--- config.mk ---
export PLATFORM = sky130hd
export DESIGN_NAME = lb_arbiter
export DESIGN_NICKNAME = d
export VERILOG_FILES = /design/src/rtl/lb_arbiter.sv
export SDC_FILE = /design/constraint.sdc
export NUM_CORES = 1
export LEC_CHECK = 0
export CORE_AREA = 2 2 114 116
export DETAILED_ROUTE_END_ITERATION = 16
export DIE_AREA = 0 0 116 118
export PLACE_DENSITY = 0.82
export SLEW_MARGIN = 20
export SYNTH_ARGS = -nofsm -noshare
export SYNTH_HDL_FRONTEND = slang
export SYNTH_SLANG_ARGS = --single-unit
--- constraint.sdc ---
create_clock -name clk -period 3.8 [get_ports clk]
set_input_delay 0.57 -clock clk [delete_from_list [all_inputs] [get_ports clk]]
set_output_delay 0.57 -clock clk [all_outputs]
set_load 0.1 [all_outputs]
--- src/rtl/lb_arbiter.sv ---
// lb_arbiter: round-robin arbiter sharing one local bus between masters A and B.
// Define LB_ARB_LOCK_EN to add a_lock/b_lock for bounded back-to-back locked grants.
module lb_arbiter #(
  parameter int AW       = 24,
  parameter int DW       = 32,
  parameter int RD_LAT   = 1,
  parameter int MAX_LOCK = 8
) (
  input  logic          clk,
  input  logic          rst,
  input  logic          a_req,
  input  logic          a_we,
  input  logic [AW-1:0] a_addr,
  input  logic [DW-1:0] a_wdata,
  output logic          a_ack,
  output logic [DW-1:0] a_rdata,
  input  logic          b_req,
  input  logic          b_we,
  input  logic [AW-1:0] b_addr,
  input  logic [DW-1:0] b_wdata,
  output logic          b_ack,
  output logic [DW-1:0] b_rdata,
`ifdef LB_ARB_LOCK_EN
  input  logic          a_lock,
  input  logic          b_lock,
`endif
  output logic [AW-1:0] lb_addr,
  output logic [DW-1:0] lb_wdata,
  output logic          lb_wstb,
  output logic          lb_rstb,
  input  logic [DW-1:0] lb_rdata,
  output logic          gnt,
  output logic          busy
);

  typedef enum logic [2:0] {IDLE, WR, RD, WAIT, CAP} state_t;

  state_t        state_reg, state_next;
  logic          gnt_reg, gnt_next, last_reg, last_next;
  logic [AW-1:0] addr_reg, addr_next;
  logic [DW-1:0] wdata_reg, wdata_next;
  logic          wstb_reg, wstb_next, rstb_reg, rstb_next;
  logic          a_ack_reg, a_ack_next, b_ack_reg, b_ack_next;
  logic [DW-1:0] a_rdata_reg, a_rdata_next, b_rdata_reg, b_rdata_next;
  logic [3:0]    wait_reg, wait_next;
  logic          req_a, req_b, lock_hold, pick_valid, pick_b, pick_we;

  generate
    if (RD_LAT < 1 || RD_LAT > 15) begin : g_bad_rd_lat
      $error("lb_arbiter: RD_LAT must be within 1..15");
    end
    if (MAX_LOCK < 1 || MAX_LOCK > 255) begin : g_bad_max_lock
      $error("lb_arbiter: MAX_LOCK must be within 1..255");
    end
  endgenerate

`ifdef LB_ARB_LOCK_EN
  logic [7:0] lock_cnt_reg, lock_cnt_next, lock_cnt_eff;
  logic       owner_req;

  // A read acks in IDLE, so the count is folded in combinationally on any ack cycle.
  always_comb begin
    lock_cnt_eff = lock_cnt_reg;
    if (a_ack_reg || b_ack_reg) begin
      if (gnt_reg ? b_lock : a_lock)
        lock_cnt_eff = (lock_cnt_reg == 8'hFF) ? lock_cnt_reg : lock_cnt_reg + 8'd1;
      else
        lock_cnt_eff = 8'd0;
    end
    owner_req = gnt_reg ? b_req : a_req;
    lock_hold = (lock_cnt_eff != 8'd0) && (lock_cnt_eff < 8'(MAX_LOCK)) && owner_req;
  end

  always_comb begin
    lock_cnt_next = lock_cnt_eff;
    if (state_reg == IDLE) begin
      if (!owner_req)
        lock_cnt_next = 8'd0;
      else if (pick_valid && !lock_hold)
        lock_cnt_next = 8'd0;
    end
  end

  always_ff @(posedge clk) begin
    if (rst) lock_cnt_reg <= 8'd0;
    else     lock_cnt_reg <= lock_cnt_next;
  end
`else
  assign lock_hold = 1'b0;
`endif

  // A master's req is ignored during its own ack cycle so a held req is not re-served.
  always_comb begin
    req_a      = a_req & ~a_ack_reg;
    req_b      = b_req & ~b_ack_reg;
    pick_valid = 1'b0;
    pick_b     = 1'b0;
    if (lock_hold) begin
      pick_b     = gnt_reg;
      pick_valid = gnt_reg ? req_b : req_a;
    end else if (req_a && req_b) begin
      pick_valid = 1'b1;
      pick_b     = ~last_reg;
    end else if (req_a) begin
      pick_valid = 1'b1;
    end else if (req_b) begin
      pick_valid = 1'b1;
      pick_b     = 1'b1;
    end
    pick_we = pick_b ? b_we : a_we;
  end

  always_comb begin
    state_next   = state_reg;
    gnt_next     = gnt_reg;
    last_next    = last_reg;
    addr_next    = addr_reg;
    wdata_next   = wdata_reg;
    wstb_next    = 1'b0;
    rstb_next    = 1'b0;
    a_ack_next   = 1'b0;
    b_ack_next   = 1'b0;
    a_rdata_next = a_rdata_reg;
    b_rdata_next = b_rdata_reg;
    wait_next    = wait_reg;
    case (state_reg)
      IDLE: begin
        if (pick_valid) begin
          gnt_next   = pick_b;
          last_next  = pick_b;
          addr_next  = pick_b ? b_addr : a_addr;
          wdata_next = pick_b ? b_wdata : a_wdata;
          if (pick_we) begin
            state_next = WR;
            wstb_next  = 1'b1;
            a_ack_next = ~pick_b;
            b_ack_next = pick_b;
          end else begin
            state_next = RD;
            rstb_next  = 1'b1;
          end
        end
      end
      WR: state_next = IDLE;
      RD: begin
        if (RD_LAT > 1) begin
          state_next = WAIT;
          wait_next  = 4'(RD_LAT - 2);
        end else begin
          state_next = CAP;
        end
      end
      WAIT: begin
        if (wait_reg == 4'd0) state_next = CAP;
        else                  wait_next  = wait_reg - 4'd1;
      end
      CAP: begin
        state_next = IDLE;
        if (gnt_reg) begin
          b_rdata_next = lb_rdata;
          b_ack_next   = 1'b1;
        end else begin
          a_rdata_next = lb_rdata;
          a_ack_next   = 1'b1;
        end
      end
      default: state_next = IDLE;
    endcase
  end

  always_ff @(posedge clk) begin
    if (rst) begin
      state_reg   <= IDLE;
      gnt_reg     <= 1'b0;
      last_reg    <= 1'b1;
      addr_reg    <= '0;
      wdata_reg   <= '0;
      wstb_reg    <= 1'b0;
      rstb_reg    <= 1'b0;
      a_ack_reg   <= 1'b0;
      b_ack_reg   <= 1'b0;
      a_rdata_reg <= '0;
      b_rdata_reg <= '0;
      wait_reg    <= 4'd0;
    end else begin
      state_reg   <= state_next;
      gnt_reg     <= gnt_next;
      last_reg    <= last_next;
      addr_reg    <= addr_next;
      wdata_reg   <= wdata_next;
      wstb_reg    <= wstb_next;
      rstb_reg    <= rstb_next;
      a_ack_reg   <= a_ack_next;
      b_ack_reg   <= b_ack_next;
      a_rdata_reg <= a_rdata_next;
      b_rdata_reg <= b_rdata_next;
      wait_reg    <= wait_next;
    end
  end

  assign a_ack    = a_ack_reg;
  assign b_ack    = b_ack_reg;
  assign a_rdata  = a_rdata_reg;
  assign b_rdata  = b_rdata_reg;
  assign lb_addr  = addr_reg;
  assign lb_wdata = wdata_reg;
  assign lb_wstb  = wstb_reg;
  assign lb_rstb  = rstb_reg;
  assign gnt      = gnt_reg;
  assign busy     = (state_reg != IDLE);

endmodule

==> qor.yml, run 1 <==
yosys.area_share.simple: 0.204
post_drt_wl_per_cell_um: 17.2
syn_nets: 684
use_met3: 0.0870
die_h_um: 118
holdPathStages: 2
cp_slowest_cell: "clkdlybuf4s50_1"
tightest_slew_ns: 1.13
die_w_um: 116
drc_errors: 0
netlist_area_mm2: 0.00500
dieArea_mm2: 0.0137
crit_type: "flop to output pin"
yosys.cell_types.count: 39
ant_nets: 0
cp_max_fo: 8
critPathMaxStageDelay_ns: 1.15
ioPinCount: 276
hp-start: "b_rdata[8]"
fp-row-count: 41
irDropWorstVdd_mv: 0.306
synthMuxAreaShare: 0.00626
ys_ff_latch: 133
cts_buffers: 17
drt_iter0_markers: 340
fmax_mhz: 350
layout_min_cycle_time_ns: 2.86
yosysTopAreaCellShare: 0.533
grt_pass1_vias: 4907
post-dp-hpwl_mm: 12.0
cts_setup_buffers: 0
clk_pin_slew_ns: 0.06
relSlewSlack: 0.249
synth_compound_area_frac: 0.200
drive_gt1_frac: 0.0611
setup_tns_ns: 0
postLayoutCoreUtil: 0.678
area_growth_pct: 68.6
routed_wl_mm: 16.8
routabilityCongestion: 0.839
post_drt_via_cell_ratio: 5.06
gr-usage-met2: 0.413
synth_xor_xnor_area_share: 0.00526
cts_resized: 0
clock-root-buffer: "clkbuf_16"
ys.warnings.count: 0
h-tree-depth: 4
clockBufferDepth: 2
cts_tree: "built"
rsz0062_at_grt: "no"
rr_startpoint: "b_ack"
grt_max_degree: 80
nets: 940
leakagePower_nw: 3.04
globalRoute.totalOverflow: 0
grt_pass1_wl_mm: 25.5
cp-end-kind: "output pin"
cp-start-kind: "flop"
ys.flop_type: "dfxtp_1"
cts.sinks: 133
hp-class: "flop to flop"
reg2regPathDepth: 4
finalHoldViolCount: 0
ys_seq_area_frac: 0.533
synth_edf_count: 0
finalCritPeriodShare: 0.752
drv_cap: 0
run_status: "finished clean"
met1_usage: 0.258
synth_top_family_by_area: "simple AND/OR/NAND/NOR gates"
vias: 4940
synthArstFlopShare: 0
power.density_mw_per_mm2: 556
gr-max-usage-layer: "met2"
synth_area_leader_cell: "dfxtp_1"
grt_usage: 0.239
syn_area_per_cell_um2: 9.37
initial_core_util: 0.402
dr.pass1.iters: 4
clock_skew_ns: 0.00719
final_max_slew_viol_count: 0
antenna_found_initial: 2
clk_latency_ns: 0.42
cp.arrival_ns: 2.29
ctsHoldBuffers: 0
setup_viol_count_final: 0
crit-reg2reg-capture: "lb_wdata[5]"
coreArea_mm2: 0.0124
path_cells: "nor3_4 -> inv_1 -> clkdlybuf4s50_1"
rrSetupSlack_ns: 1.68
io_buffers: 275
synthAdderAreaFrac: 0.00250
required_ns: 3.23
yosys-top-cells-area: "dfxtp_1 (53%), a221o_1 (11%), nand2_1 (9.7%)"
worstHoldEndpoint: "b_rdata[8]"
syn_inst: 533
report_power, final:
group          switching [mW]  internal, mW
Clock                   0.637          1.12
Combinational           0.950         0.403
Sequential             0.0668          1.50
Total                    1.65          3.03
final cells by class:
cell class | count | area (um^2)
fill | 1007 | 3990
timing repair buffer | 280 | 2790
sequential | 133 | 2660
multi-input combinational | 354 | 2100
clock buffer | 18 | 439
tap | 172 | 215
clock inverter | 14 | 200
inverter | 3 | 11.3
antenna | 2 | 5.00
synthesized netlist by cell type (2+ instances only):
cell	n
a21o_1	2
nor2_1	8
xnor2_1	3
and2_1	57
buf_6	6
o2bb2ai_1	2
a21oi_1	66
a221o_1	56
buf_4	2
nor3_1	2
mux2i_1	2
buf_2	17
o21ai_0	2
clkbuf_1	18
a211oi_1	2
nand2_1	129
nand3b_1	3
inv_1	3
dfxtp_1	133
routing by layer:
layer,vias to the layer above,part of all wire
li1,2366,-
met1,2372,0.38
met2,166,0.52
met3,36,0.073
met4,0,0.030
met5,-,0
placed cells by master (no fill, tap or decap), types with 2 or more instances in the layout:
master	instances
nand2_1	129
dfxtp_1	133
clkinv_4	4
nand3b_1	3
a21o_1	2
a211oi_1	2
inv_1	3
and2_1	56
a221o_1	56
bufinv_16	4
clkdlybuf4s50_1	274
clkinvlp_4	3
a21oi_1	66
nor3_1	2
o21ai_0	2
mux2i_1	2
inv_6	2
diode_2	2
xnor2_1	3
nor2_1	8
clkbuf_16	17
o2bb2ai_1	2
buf_4	5
through the flow:
step	worst slack (ns)	cell area, um^2	cells	power (mW)	hold WS [ns]
floorplan	1.66	5000	533	2.54	0.485
global placement	1.08	7780	942	2.93	0.441
detailed placement	1.05	7780	942	2.95	0.446
CTS	0.919	8420	974	4.70	0.454
global route	0.872	8420	975	4.82	0.465
finish	0.941	8420	976	4.68	0.453
cell families after synthesis:
group                    count (synthesis)
multiplexers                             3
AO/OA/AOI/OAI                          135
XOR/XNOR                                 3
flip-flops                             133
buffers and inverters                   46
AND/OR/NAND/NOR                        212
adder cells (fa/ha/maj)                  1
critical path, delay by kind of cell, from the launching register on:
| kind | cells | cell delay [ns] |
|---|---|---|
| flops | 1 | 0.57 |
| simple gates | 1 | 0.08 |
| buf+inv | 2 | 1.22 |
how the worst max path moves through the flow:
| stage | start | depth (start not counted) | to | slack (ns) |
|---|---|---|---|---|
| 2_1_floorplan | b_ack | 6 | lb_addr[0] | 1.66 |
| 3_3_place_gp | a_req | 5 | lb_wdata[8] | 1.08 |
| 3_5_place_dp | b_req | 5 | lb_wdata[0] | 1.05 |
| 4_1_cts | state_reg[1] | 3 | busy | 0.92 |
| 5_1_grt | state_reg[1] | 3 | busy | 0.87 |
| 6_report | state_reg[1] | 3 | busy | 0.94 |
(Power assumes the default switching activity.)
==> run 2, diff against run 1 <==
- CORE_AREA: 2 2 114 116 -> 2 2 123 125
- DIE_AREA: 0 0 116 118 -> 0 0 125 127
- PLACE_DENSITY: 0.82 -> 0.75
- clock period: 3.8 -> 2.29 ns (I/O delays scaled with it)
==> run 2 against run 1 <==
Register-to-register slack got worse by 1.1 ns. Hold slack got worse by 0.13 ns. Non-clock buffer count rose by 3. Global-route usage fell by 3.8 points. Worst setup slack got worse by 0.42 ns. Via count fell by 1.2%. Sequential share of layout area rose by 1.2 points. Cell count rose by 1.0%. First-iteration DRC count fell by 8.8%. Sequential power rose by 66%. Die area rose by 16%. Final area fell by 3.6%.
==> qor.yml, run 2 (same netlist as run 1, synthesis figures left out) <==
postLayoutCoreUtil: 0.563  # -0.116
holdPathStages: 2  # unchanged
die_h_um: 127  # +7.6%
layout_commonest_cell: "clkdlybuf4s50_1"
worst_slack_ns: 0.521  # -0.420 ns
clk_latency_ns: 0.41  # about the same
cp-end-kind: "output pin"
cp.arrival_ns: 1.43  # -0.86 ns
globalRoute.totalOverflow: 0  # unchanged
run_status: "finished clean"
dpl_cell_area_mm2: 0.00754  # -3.1%
grt_max_degree: 65  # -19%
io_buffers: 275  # unchanged
power.density_mw_per_mm2: 918  # +65%
finalCritPeriodShare: 0.772
antenna_found_initial: 0  # -2
routed_wl_mm: 16.6  # -1.3%
dr.pass1.iters: 4  # unchanged
h-tree-depth: 4  # unchanged
vias: 4881  # -1.2%
cts_buffers: 17  # unchanged
drc_errors: 0  # unchanged
cts_tree: "built"
hp-class: "input pin to flop"
grt_usage: 0.201  # -0.0381
rsz0062_at_grt: "no"
initial_core_util: 0.346  # -0.0561
n_antenna_cell: 0  # -2
tightest_slew_ns: 0.672  # -0.454 ns
final_max_slew_viol_count: 0  # unchanged
fin_hold_ws_ns: 0.327  # -0.127 ns
grt_pass1_vias: 4853  # -1.1%
clock-root-buffer: "clkbuf_16"
cp_max_fo: 10  # +2
cts_resized: 0  # unchanged
cts_setup_buffers: 0  # unchanged
layout_min_cycle_time_ns: 1.77
coreArea_mm2: 0.0144  # +16%
clk_pin_slew_ns: 0.05  # about the same
drt_iter0_markers: 310  # -8.8%
dp.cells: 957  # +1.6%
ctsHoldBuffers: 0  # unchanged
ant_nets: 0  # unchanged
post_drt_via_cell_ratio: 4.95  # -2.2%
setup_tns_ns: 0  # unchanged
relSlewSlack: 0.552  # +0.302
post_drt_wl_per_cell_um: 16.9  # -2.3%
die_w_um: 125  # +7.8%
dieArea_mm2: 0.0159  # +16%
leakagePower_nw: 3.29  # +8.3%
rrSetupSlack_ns: 0.59  # -1.09 ns
post-dp-hpwl_mm: 11.9  # -0.40%
crit_type: "flop to output pin"
dp_slack_ns: 0.243  # -0.805 ns
power_mw: 7.45  # +59%
cts.sinks: 133  # unchanged
nets: 943  # +0.32%
reg2regPathDepth: 5  # +1
required_ns: 1.95  # -1.28 ns
ioPinCount: 276  # unchanged
finalHoldViolCount: 0  # unchanged
final_cell_mix: "clkdlybuf4s50_1 (148), dfxtp_1 (133), buf_4 (131), nand2_1 (129), a21oi_1 (66)"
irDropWorstVdd_mv: 0.491  # +61%
area_growth_pct: 62.5
finalNonFillerCells: 986  # +1.0%
grt_pass1_wl_mm: 25.4  # -0.19%
clock_skew_ns: 0.00382  # -0.00337 ns
fp-row-count: 44  # +7.3%
routabilityCongestion: 0.905  # +7.8%
clockBufferDepth: 2  # unchanged
fin_area_mm2: 0.00812  # -3.6%
drive_gt1_frac: 0.213  # +0.152
setup_viol_count_final: 0  # unchanged
drv_cap: 0  # unchanged
cp-start-kind: "flop"
fmax_mhz: 565
## run 2: cell types whose count changed in the layout (fill, tap and decap cells not counted), moves of 2 or more
cell / delta
buf_12: +3
buf_4: +126
bufinv_16: -3
clkbuf_1: +2
clkbuf_8: +7
clkdlybuf4s50_1: -126
clkinv_4: -4
clkinvlp_4: -2
diode_2: -2
inv_6: -2
## run 2: metal layers
layer | vias up | global-route usage | share of wire
met1 | 2294 | 0.229 | 0.40
met2 | 173 | 0.348 | 0.51
met5 | - | 0 | 0
met3 | 48 | 0.0456 | 0.050
met4 | 0 | 0.116 | 0.040
li1 | 2366 | - | -
## run 2: critical path, cell delays in order (launching register included)
cell and delay, ns:
dfxtp_1 0.42, nor3_4 0.30, inv_1 0.07, buf_4 0.23
## run 2: worst paths after layout
check / start / endpoint
hold / removal: rst / gnt
setup reg to reg: state_reg[2] / lb_wdata[27]
setup / recovery: state_reg[2] / busy
hold reg to reg: a_rdata[26] / a_rdata[26]
## run 2: final cells by class
cell class              instances  area [um^2]
flip-flops and latches        133         2660
clock buffers                  27          543
clock inverters                 2         37.5
inverters                       3         11.3
fillers                      1266         6310
well taps                     184          230
repair buffers                283         2530
multi-input cells             354         2100
## run 2: power breakdown
group	total [mW]	leakage (nW)	switching [mW]	internal (mW)
Sequential	2.61	1.08	0.117	2.49
Clock	2.63	0.284	0.925	1.71
Combinational	2.20	1.92	1.58	0.627
Total	7.45	3.29	2.62	4.83
